### config.mk
export PLATFORM = sky130hd
export DESIGN_NAME = teller_dispatcher_flat
export DESIGN_NICKNAME = d
export VERILOG_FILES = /design/src/rtl/teller_dispatcher_pkg.sv /design/src/rtl/teller_dispatcher_if.sv /design/src/rtl/teller_dispatcher_ticket_fifo.sv /design/src/rtl/teller_dispatcher.sv /design/src/flat_wrapper.sv
export SDC_FILE = /design/constraint.sdc
export NUM_CORES = 1
export LEC_CHECK = 0
export CAP_MARGIN = 20
export CORE_ASPECT_RATIO = 1.2
export CORE_MARGIN = 4
export CORE_UTILIZATION = 56
export DETAILED_ROUTE_END_ITERATION = 10
export PLACE_DENSITY = 0.79
export SKIP_CTS_REPAIR_TIMING = 1
export SYNTH_ARGS = -nofsm -noshare
export SYNTH_HDL_FRONTEND = slang
export SYNTH_SLANG_ARGS = --single-unit
### constraint.sdc
create_clock -name clk -period 4.04 [get_ports clk]
set_input_delay 1.212 -clock clk [delete_from_list [all_inputs] [get_ports clk]]
set_output_delay 1.212 -clock clk [all_outputs]
set_load 0.05 [all_outputs]
### src/rtl/teller_dispatcher_pkg.sv
// Shared constants, queue-state encoding and the service-time table for the teller dispatcher.
package teller_dispatcher_pkg;

  localparam int QDEPTH   = 7;
  localparam int TICKET_W = 4;
  localparam int N_TELLER = 3;
  localparam int CNT_W    = 3;
  localparam int EST_W    = 5;

  typedef enum logic [1:0] {
    Q_EMPTY  = 2'd0,
    Q_ACTIVE = 2'd1,
    Q_FULL   = 2'd2
  } qstate_t;

  // Minutes per waiting customer, indexed by the number of tellers on duty.
  localparam logic [1:0] SVC_MIN [4] = '{2'd0, 2'd3, 2'd2, 2'd1};

  function automatic logic [1:0] next_teller(input logic [1:0] t);
    return (t == 2'd2) ? 2'd0 : t + 2'd1;
  endfunction

  function automatic logic [EST_W-1:0] est_calc(input logic [CNT_W-1:0]    cnt,
                                                input logic [N_TELLER-1:0] en);
    logic [1:0] n;
    n = {1'b0, en[0]} + {1'b0, en[1]} + {1'b0, en[2]};
    if (n == 2'd0) return (cnt == '0) ? '0 : '1;
    return EST_W'(cnt) * EST_W'(SVC_MIN[n]);
  endfunction

endpackage

### src/rtl/teller_dispatcher_if.sv
// Customer/teller signal bundle between the dispatcher and its environment.
interface teller_dispatcher_if #(
  parameter int TICKET_W = teller_dispatcher_pkg::TICKET_W
);
  logic                arrive;
  logic [2:0]          done;
  logic [2:0]          teller_en;
  logic [2:0]          q_count;
  logic                full;
  logic                empty;
  logic [2:0]          busy;
  logic                call_valid;
  logic [1:0]          call_teller;
  logic [TICKET_W-1:0] call_ticket;
  logic                reject;
  logic [4:0]          est_wait;

  modport master (
    output arrive, done, teller_en,
    input  q_count, full, empty, busy, call_valid, call_teller, call_ticket, reject, est_wait
  );

  modport slave (
    input  arrive, done, teller_en,
    output q_count, full, empty, busy, call_valid, call_teller, call_ticket, reject, est_wait
  );
endinterface

### src/rtl/teller_dispatcher_ticket_fifo.sv
// Circular ticket store; push and pop in the same cycle are allowed even when full.
module ticket_fifo #(
  parameter int DEPTH = 7,
  parameter int W     = 4
) (
  input  logic                         clk,
  input  logic                         i_rst_n,
  input  logic                         i_push,
  input  logic                         i_pop,
  input  logic [W-1:0]                 i_data,
  output logic [W-1:0]                 o_head,
  output logic [$clog2(DEPTH+1)-1:0]   o_count
);
  localparam int PW = (DEPTH > 1) ? $clog2(DEPTH) : 1;
  localparam int CW = $clog2(DEPTH + 1);

  logic [W-1:0]  r_mem [DEPTH];
  logic [PW-1:0] r_wr;
  logic [PW-1:0] r_rd;
  logic [CW-1:0] r_count;

  function automatic logic [PW-1:0] ptr_inc(input logic [PW-1:0] p);
    return (p == PW'(DEPTH - 1)) ? '0 : p + 1'b1;
  endfunction

  always_ff @(posedge clk) begin
    if (i_push) r_mem[r_wr] <= i_data;
  end

  always_ff @(posedge clk) begin
    if (!i_rst_n) begin
      r_wr    <= '0;
      r_rd    <= '0;
      r_count <= '0;
    end else begin
      if (i_push) r_wr <= ptr_inc(r_wr);
      if (i_pop)  r_rd <= ptr_inc(r_rd);
      case ({i_push, i_pop})
        2'b10:   r_count <= r_count + 1'b1;
        2'b01:   r_count <= r_count - 1'b1;
        default: r_count <= r_count;
      endcase
    end
  end

  assign o_head  = r_mem[r_rd];
  assign o_count = r_count;

endmodule

### src/rtl/teller_dispatcher.sv
// Bank ticket dispatcher: edge-detects arrivals/completions, queues tickets and
// hands the queue head to on-duty tellers in round-robin order.
module teller_dispatcher #(
  parameter int QDEPTH   = teller_dispatcher_pkg::QDEPTH,
  parameter int TICKET_W = teller_dispatcher_pkg::TICKET_W
) (
  input logic                clk,
  input logic                reset,
  teller_dispatcher_if.slave bus
);
  import teller_dispatcher_pkg::*;

  logic                r_arrive_d;
  logic [N_TELLER-1:0] r_done_d;
  qstate_t             r_state;
  qstate_t             w_state_n;
  logic                r_empty;
  logic                r_full;
  logic [N_TELLER-1:0] r_busy;
  logic [1:0]          r_last;
  logic                r_call_valid;
  logic [1:0]          r_call_teller;
  logic [TICKET_W-1:0] r_call_ticket;
  logic                r_reject;
  logic [TICKET_W-1:0] r_next_tkt;
  logic [EST_W-1:0]    r_est;

  logic                w_arrive_ev;
  logic [N_TELLER-1:0] w_done_ev;
  logic [N_TELLER-1:0] w_elig;
  logic [1:0]          w_c0, w_c1, w_c2;
  logic                w_gnt_vld;
  logic [1:0]          w_gnt_idx;
  logic [N_TELLER-1:0] w_gnt_oh;
  logic                w_dispatch;
  logic                w_push;
  logic                w_reject;
  logic [N_TELLER-1:0] w_busy_n;
  logic [TICKET_W-1:0] w_head;
  logic [CNT_W-1:0]    w_count;

  assign w_arrive_ev = bus.arrive & ~r_arrive_d;
  assign w_done_ev   = bus.done & ~r_done_d;
  assign w_elig      = bus.teller_en & ~r_busy;

  ticket_fifo #(
    .DEPTH (QDEPTH),
    .W     (TICKET_W)
  ) u_fifo (
    .clk     (clk),
    .i_rst_n (reset),
    .i_push  (w_push),
    .i_pop   (w_dispatch),
    .i_data  (r_next_tkt),
    .o_head  (w_head),
    .o_count (w_count)
  );

  always_comb begin
    w_gnt_vld = 1'b0;
    w_gnt_idx = '0;
    w_c0      = next_teller(r_last);
    w_c1      = next_teller(w_c0);
    w_c2      = next_teller(w_c1);
    if (w_elig[w_c0]) begin
      w_gnt_vld = 1'b1;
      w_gnt_idx = w_c0;
    end else if (w_elig[w_c1]) begin
      w_gnt_vld = 1'b1;
      w_gnt_idx = w_c1;
    end else if (w_elig[w_c2]) begin
      w_gnt_vld = 1'b1;
      w_gnt_idx = w_c2;
    end

    w_dispatch = (r_state != Q_EMPTY) && w_gnt_vld;
    w_gnt_oh   = w_dispatch ? (N_TELLER'(1) << w_gnt_idx) : '0;
    // A pop in the same cycle frees the slot, so a full queue still accepts.
    w_push     = w_arrive_ev && ((r_state != Q_FULL) || w_dispatch);
    w_reject   = w_arrive_ev && (r_state == Q_FULL) && !w_dispatch;
    w_busy_n   = (r_busy & ~w_done_ev) | w_gnt_oh;

    w_state_n = r_state;
    case (r_state)
      Q_EMPTY:  if (w_push) w_state_n = Q_ACTIVE;
      Q_ACTIVE: begin
        if (w_push && !w_dispatch && (w_count == CNT_W'(QDEPTH - 1)))
          w_state_n = Q_FULL;
        else if (!w_push && w_dispatch && (w_count == CNT_W'(1)))
          w_state_n = Q_EMPTY;
      end
      Q_FULL:   if (w_dispatch && !w_push) w_state_n = Q_ACTIVE;
      default:  w_state_n = Q_EMPTY;
    endcase
  end

  always_ff @(posedge clk) begin
    if (!reset) begin
      r_state <= Q_EMPTY;
      r_empty <= 1'b1;
      r_full  <= 1'b0;
    end else begin
      r_state <= w_state_n;
      r_empty <= (w_state_n == Q_EMPTY);
      r_full  <= (w_state_n == Q_FULL);
    end
  end

  always_ff @(posedge clk) begin
    if (!reset) begin
      r_arrive_d    <= 1'b0;
      r_done_d      <= '0;
      r_busy        <= '0;
      r_last        <= 2'd2;
      r_call_valid  <= 1'b0;
      r_call_teller <= '0;
      r_call_ticket <= '0;
      r_reject      <= 1'b0;
      r_next_tkt    <= TICKET_W'(1);
      r_est         <= '0;
    end else begin
      r_arrive_d   <= bus.arrive;
      r_done_d     <= bus.done;
      r_busy       <= w_busy_n;
      r_call_valid <= w_dispatch;
      r_reject     <= w_reject;
      r_est        <= est_calc(w_count, bus.teller_en);
      if (w_dispatch) begin
        r_call_teller <= w_gnt_idx;
        r_call_ticket <= w_head;
        r_last        <= w_gnt_idx;
      end
      if (w_push)
        r_next_tkt <= (r_next_tkt == '1) ? TICKET_W'(1) : r_next_tkt + 1'b1;
    end
  end

  assign bus.q_count     = w_count;
  assign bus.full        = r_full;
  assign bus.empty       = r_empty;
  assign bus.busy        = r_busy;
  assign bus.call_valid  = r_call_valid;
  assign bus.call_teller = r_call_teller;
  assign bus.call_ticket = r_call_ticket;
  assign bus.reject      = r_reject;
  assign bus.est_wait    = r_est;

endmodule

### src/flat_wrapper.sv
// flat-port wrapper written by rule: the top's interface ports become plain ports
module teller_dispatcher_flat import teller_dispatcher_pkg::*;
#(
  parameter int QDEPTH   = teller_dispatcher_pkg::QDEPTH,
  parameter int TICKET_W = teller_dispatcher_pkg::TICKET_W
)
  (clk, reset, bus_arrive, bus_done, bus_teller_en, bus_q_count, bus_full, bus_empty, bus_busy, bus_call_valid, bus_call_teller, bus_call_ticket, bus_reject, bus_est_wait);
  teller_dispatcher_if #(.TICKET_W(TICKET_W)) bus_i ();
  input logic clk;
  input logic reset;
  input wire logic [$bits(bus_i.arrive)-1:0] bus_arrive;
  input wire logic [$bits(bus_i.done)-1:0] bus_done;
  input wire logic [$bits(bus_i.teller_en)-1:0] bus_teller_en;
  output wire logic [$bits(bus_i.q_count)-1:0] bus_q_count;
  output wire logic [$bits(bus_i.full)-1:0] bus_full;
  output wire logic [$bits(bus_i.empty)-1:0] bus_empty;
  output wire logic [$bits(bus_i.busy)-1:0] bus_busy;
  output wire logic [$bits(bus_i.call_valid)-1:0] bus_call_valid;
  output wire logic [$bits(bus_i.call_teller)-1:0] bus_call_teller;
  output wire logic [$bits(bus_i.call_ticket)-1:0] bus_call_ticket;
  output wire logic [$bits(bus_i.reject)-1:0] bus_reject;
  output wire logic [$bits(bus_i.est_wait)-1:0] bus_est_wait;
  assign bus_i.arrive = bus_arrive;
  assign bus_i.done = bus_done;
  assign bus_i.teller_en = bus_teller_en;
  assign bus_q_count = bus_i.q_count;
  assign bus_full = bus_i.full;
  assign bus_empty = bus_i.empty;
  assign bus_busy = bus_i.busy;
  assign bus_call_valid = bus_i.call_valid;
  assign bus_call_teller = bus_i.call_teller;
  assign bus_call_ticket = bus_i.call_ticket;
  assign bus_reject = bus_i.reject;
  assign bus_est_wait = bus_i.est_wait;
  teller_dispatcher #(.QDEPTH(QDEPTH), .TICKET_W(TICKET_W)) u_core (.clk(clk), .reset(reset), .bus(bus_i));
endmodule
* Yosys cells after proc, flatten, opt, wreduce, memory -nomap -nowiden *
Memory sizes are Yosys's and may differ from the RTL's. A register that Yosys moved wholly into a read port is not among the register bits.
Cells that the tools add are included.

word-level totals
  register bits = 35
  bits in latches = 0
  RAM bits = 28
  ROM bits = 0
  output and inout bits = 21
  memories = 1

memories
  name                 depth  bits a word  rd ports  clocked after memory_dff  write ports  RTL line                             text
  u_core.u_fifo.r_mem  7      4            1         1                         1            teller_dispatcher_ticket_fifo.sv:17  logic [W-1:0] r_mem [DEPTH];

cells by class
  $add $sub $neg = 10
  $mul = 1
  divide/modulo/power cells = 0
  order comparisons = 4
  equal/unequal tests = 14
  shift-type cells = 1
  multiplexer cells = 35
  bitwise gates (word level) = 10
  reduce and logical (&&, ||, !) cells = 18

operator list
  kind                                                         count
  2-to-1 mux 2 bit                                             12
  2-to-1 mux 5 bit                                             3
  equality test 2 bit (second input constant)                  6
  2-to-1 mux 1 bit                                             10
  adder 3 x 1 -> 3 bit (second input constant)                 3
  bitwise AND 3 bit                                            3
  equality test 3 bit (second input constant)                  3
  less-than comparator 2 x 3 -> 1 bit (second input constant)  3
  2-to-1 mux 3 bit                                             3
  NOT 3 bit                                                    3
  logical AND 1 bit                                            8
  adder 2 x 1 -> 2 bit (second input constant)                 3
  binary-select mux 1 bit (select 2 bit)                       3
  logical NOT 2 bit                                            3
  case mux 2 bit (3 select lines)                              1
  case mux 3 bit (2 select lines)                              1
  multiplier 3 x 2 -> 5 bit                                    1
  adder 4 x 1 -> 4 bit (second input constant)                 1
  binary-select mux 2 bit (select 2 bit)                       1
  equality test 2 x 1 -> 1 bit (second input constant)         2
  equality test 4 bit (second input constant)                  1
  2-to-1 mux 4 bit                                             1
  nonzero test 2 bit                                           2
  equality test 3 x 1 -> 1 bit (second input constant)         1
  other kinds (13)                                             15

* Longest topological paths before layout *
  depth after elaboration = 21
  mapped depth = 10
  depth with buffers taken out = 10

* Modules after synthesis *
Synthesis repeated with hierarchy kept, for this count alone.

unflattened totals
  cells, all modules = 265
  area, all modules = 2,941.6 sq um

modules (own cells, without submodules)
  module             times used  cells an instance  area an instance (sq um)
  ticket_fifo        1           111                1,610.3
  teller_dispatcher  1           154                1,331.3

* Worst setup path after synthesis *
Ideal clock, no wire load.

  path kind = input -> register
  start point = input bus_teller_en[0]
  end point = register u_core.r_est[3], in the netlist u_core.bus.est_wait[3]
  setup time = 0.070 ns
  arrival = 3.141 ns
  path slack = 0.829 ns
  cell stages on the path = 10
  path through = fa_1 inv_1 ha_1 and2_1 ha_1 inv_1 fa_1 mux2i_1 o21ai_0 a21oi_1

on the way
  longest elaborated chain between the ends = 8
  elaborated cells between the ends (all ways) = 11
  classes of those cells = add/sub: 2; mul: 1; mux: 6; bitwise: 1; reduce/logical: 1

ends and longest elaborated chain
  what                                                 RTL line                     text
  start: declaration                                   flat_wrapper.sv:13           input wire logic [$bits(bus_i.teller_en)-1:0] bus_teller_en;
  adder 1 x 1 -> 2 bit (*)                             teller_dispatcher_pkg.sv:26  n = {1'b0, en[0]} + {1'b0, en[1]} + {1'b0, en[2]};
  adder 2 x 1 -> 2 bit (*)                             teller_dispatcher_pkg.sv:26
  NOT 2 -> 3 bit (implied by the code)                 teller_dispatcher_pkg.sv:28  return EST_W'(cnt) * EST_W'(SVC_MIN[n]);
  binary-select mux 2 bit (select 2 bit)               teller_dispatcher_pkg.sv:28
  2-to-1 mux 2 bit (implied by the code) (2 in a row)  teller_dispatcher_pkg.sv:28
  multiplier 3 x 2 -> 5 bit                            teller_dispatcher_pkg.sv:28
  2-to-1 mux 5 bit (*)                                 teller_dispatcher_pkg.sv:28
  end signal: assignment                               teller_dispatcher.sv:127     r_est <= est_calc(w_count, bus.teller_en);
  end: declaration                                     teller_dispatcher.sv:26      logic [EST_W-1:0] r_est;

Mark *: on every way between the ends. The rest lies on a longest branch, timed or not. The select of a mux whose other input is x is not followed.
A chain may end at the register's enable or synchronous reset.

* Worst setup path after layout *
Ends and elaborated chain as after synthesis.

==> results_dict.tcl <==
set metrics [dict create \
    outcome "completed" \
    die_y_um 87.36 \
    clk_latency_ns 0.34 \
    setup_violations 0 \
    htreeDepth 3 \
    cts_buffers 9 \
    coreArea_um2 5010 \
    critPathLaunchType "input port" \
    antenna_cells 0 \
    yosysWarnings 0 \
    p_switching_uw 430.4 \
    avgSynthCellArea_um2 11.05 \
    via_count 1979 \
    end_kind "register" \
    postRouteAntennaNets 0 \
    whs_path_depth 2 \
    dp_hpwl_um 3696 \
    grt_pass1_vias 2036 \
    maxCapViolations 0 \
    p_int_mw 1.176 \
    min_period_ns 3.525 \
    synth_top_cell_area_share_pct 28.61 \
    clk_pin_slew_ns 0.07 \
    wire_per_inst_um 14.21 \
    fin_crit_sh_pct 87.25 \
    hp-start "u_core.bus.call_teller[1]" \
    cts_tree "yes" \
    p_leak_nw 1.303 \
    die_w_um 74.14 \
    rows 28 \
    ys_seq_area_share_pct 54.49 \
    ys_types 49 \
    switching_share_pct 26.80 \
    r2r-start "u_core.bus.busy[1]" \
    finalSetupTns_ns 0 \
    clockPowerShare_pct 36.4 \
    synth_area_leaders "edfxtp_1 29%, dfxtp_1 26%, ha_1 4.7%, nand2_1 3.6%, mux2i_1 3.1%" \
    pwr-share-comb_pct 16.0 \
    cp.required_ns 4.31 \
    die_area_um2 6476 \
    drc 0 \
    wl_um 5117 \
    synth_edf_count 28 \
    drive_gt1_share_pct 9.333 \
    finalWeightedCongestion 0.8415 \
    portBuffers 29 \
    yosysMostFrequentCell "dfxtp_1" \
    rsz0062_at_grt "no" \
    netlist_area_um2 2939 \
    max_freq_mhz 283.7 \
    yosysTopAreaCell "edfxtp_1" \
    viasPerCell 5.497 \
    ys.flop_type "dfxtp_1" \
    syn_inst 266 \
    clockRootBuffer "clkbuf_8" \
    clock_skew_ns 0.01064 \
    synth_common_cells "38 x dfxtp_1, 28 x edfxtp_1, 28 x nand2_1, 16 x o21ai_0, 13 x inv_1" \
    layout.nets 317 \
    worstMarginPinSlew_ns 0.7050 \
    ys_seq_elements 66 \
    antenna_found_initial 0 \
    reg2regPathDepth 6 \
    grt_pass1_wl_um 9197 \
    fin_hold_ws_ns 0.4814 \
    ioPinCount 30 \
    peakVddDrop_mv 0.2974 \
    area_delta_synth_final_pct 18.09 \
    clock_path_buffers 2 \
    relSlewSlack_pct 52.85 \
    grt_max_degree 24 \
    drt_iter0_markers 186 \
    initial_core_util_pct 58.67 \
    rrSetupSlack_ns 1.86 \
    min_to "u_core.bus.call_teller[1]" \
    gr-total-overflow 0 \
    hold_class "reg -> reg" \
    grt_usage_pct 18.88 \
    seqPwrFrac_pct 47.5 \
    r2r-end "u_core.u_fifo.o_count[2]" \
    hold_viol 0 \
    arrival_ns 3.80 \
    cellPowerDensity_nw_per_um2 462.8 \
    cts.sinks 66 \
    drv_slew 0 \
    first_pass_iters 4 \
    crit_fanout 5 \
    crit_type "in -> reg" \
    mappedNetlistNets 288 \
    async_flop_share_pct 0 \
]
worst max path at each step:
stage | from | to | slack, ns | cells past startpoint
after floorplan | bus_teller_en[0] | u_core.bus.est_wait[3] | 0.83 | 10
after global placement | bus_teller_en[0] | u_core.bus.est_wait[3] | 0.23 | 11
after detailed placement | bus_teller_en[0] | u_core.bus.est_wait[3] | 0.16 | 11
after CTS | bus_teller_en[0] | u_core.bus.est_wait[3] | 0.51 | 11
after global routing | bus_teller_en[0] | u_core.bus.est_wait[3] | 0.28 | 11
final | bus_teller_en[0] | u_core.bus.est_wait[3] | 0.52 | 11
per-layer routing:
metal  part of all wire (%)  wire, µm  global-route usage [%]  vias to the layer above
met5                      0         0                       0                        -
met4                    2.1       106                   8.567                        0
met3                    4.8       246                   5.889                       11
met2                     52      2638                   32.50                       29
met1                     42      2126                   21.00                      934
li1                       -         -                       -                     1005
layout by cell type, fill, tap and decap left out, drive strengths merged, types with 2 or more instances in the layout:
| master | instances |
|---|---|
| and2 | 11 |
| nor2 | 10 |
| or3 | 2 |
| o21ai | 16 |
| o211ai | 5 |
| nand2 | 28 |
| o31ai | 2 |
| o22ai | 2 |
| nand3b | 2 |
| mux4 | 4 |
| edfxtp | 28 |
| xnor2 | 2 |
| a21boi | 9 |
| nor3b | 3 |
| nor4 | 2 |
| buf | 2 |
| mux2i | 9 |
| nand3 | 5 |
| and3 | 2 |
| bufinv | 2 |
| fa | 2 |
| nand2b | 9 |
| a21oi | 10 |
| nor2b | 6 |
| inv | 15 |
| clkinv | 4 |
| a31oi | 4 |
| clkdlybuf4s50 | 29 |
| ha | 11 |
| dfxtp | 38 |
| clkbuf | 10 |
| nor3 | 2 |
| o21a | 2 |
worst max-delay path, stage by stage:
cell and delay, ns:
clkdlybuf4s50_1 0.47, fa_1 0.59, inv_1 0.07, ha_1 0.34, and2_1 0.14, ha_1 0.16, inv_1 0.05, fa_1 0.39
mux2i_1 0.14, o21ai_0 0.08, a21oi_1 0.15
registers in the layout (all words and copies together) (netlist names), 4 cells and up:
name and cells:
u_core.bus.call_ticket 4, u_core.u_fifo.r_mem 28, u_core.bus.est_wait 5, u_core.r_next_tkt 4
metrics by stage:
step | std cells | utilization [%] | power [mW] | setup slack (ns) | cell area, µm²
detailed placement | 344 | 65.11 | 1.038 | 0.1612 | 3262
CTS | 360 | 69.28 | 1.618 | 0.5085 | 3471
global route | 360 | 69.28 | 1.689 | 0.2791 | 3471
floorplan | 266 | - | 0.9593 | 0.8289 | 2939
global placement | 344 | 65.11 | 1.034 | 0.2281 | 3262
finish | 360 | 69.28 | 1.606 | 0.5152 | 3471
logic make-up (layout without fill, tap and decap cells):
logic type      after synthesis  count (layout)  synth area share, %
flops                        66              66                54.49
compound gates               57              57                12.98
mux                          13              13                6.131
buf+inv                      29              63                4.087
xor+xnor                      2               2               0.5961
simple gates                 86              86                15.67
fa+ha+maj                    13              13                6.045
area by class of cell:
| class | count | area, µm² |
|---|---|---|
| inverter | 16 | 62.56 |
| multi-input combinational | 171 | 1217 |
| tap | 60 | 75.07 |
| clock inverter | 6 | 81.33 |
| timing repair buffer | 31 | 305.3 |
| fill | 396 | 1539 |
| sequential | 66 | 1602 |
| clock buffer | 10 | 127.6 |
power by group through the flow:
stage               registers [mW]  clock network, mW  logic (mW)
CTS                          0.764              0.593       0.261
detailed placement           0.779                  0       0.259
floorplan                    0.826                  0       0.133
finish                       0.763              0.585       0.258
global route                 0.769              0.633       0.287
global placement             0.778                  0       0.256
No activity file was read; power rests on OpenSTA's default activity.
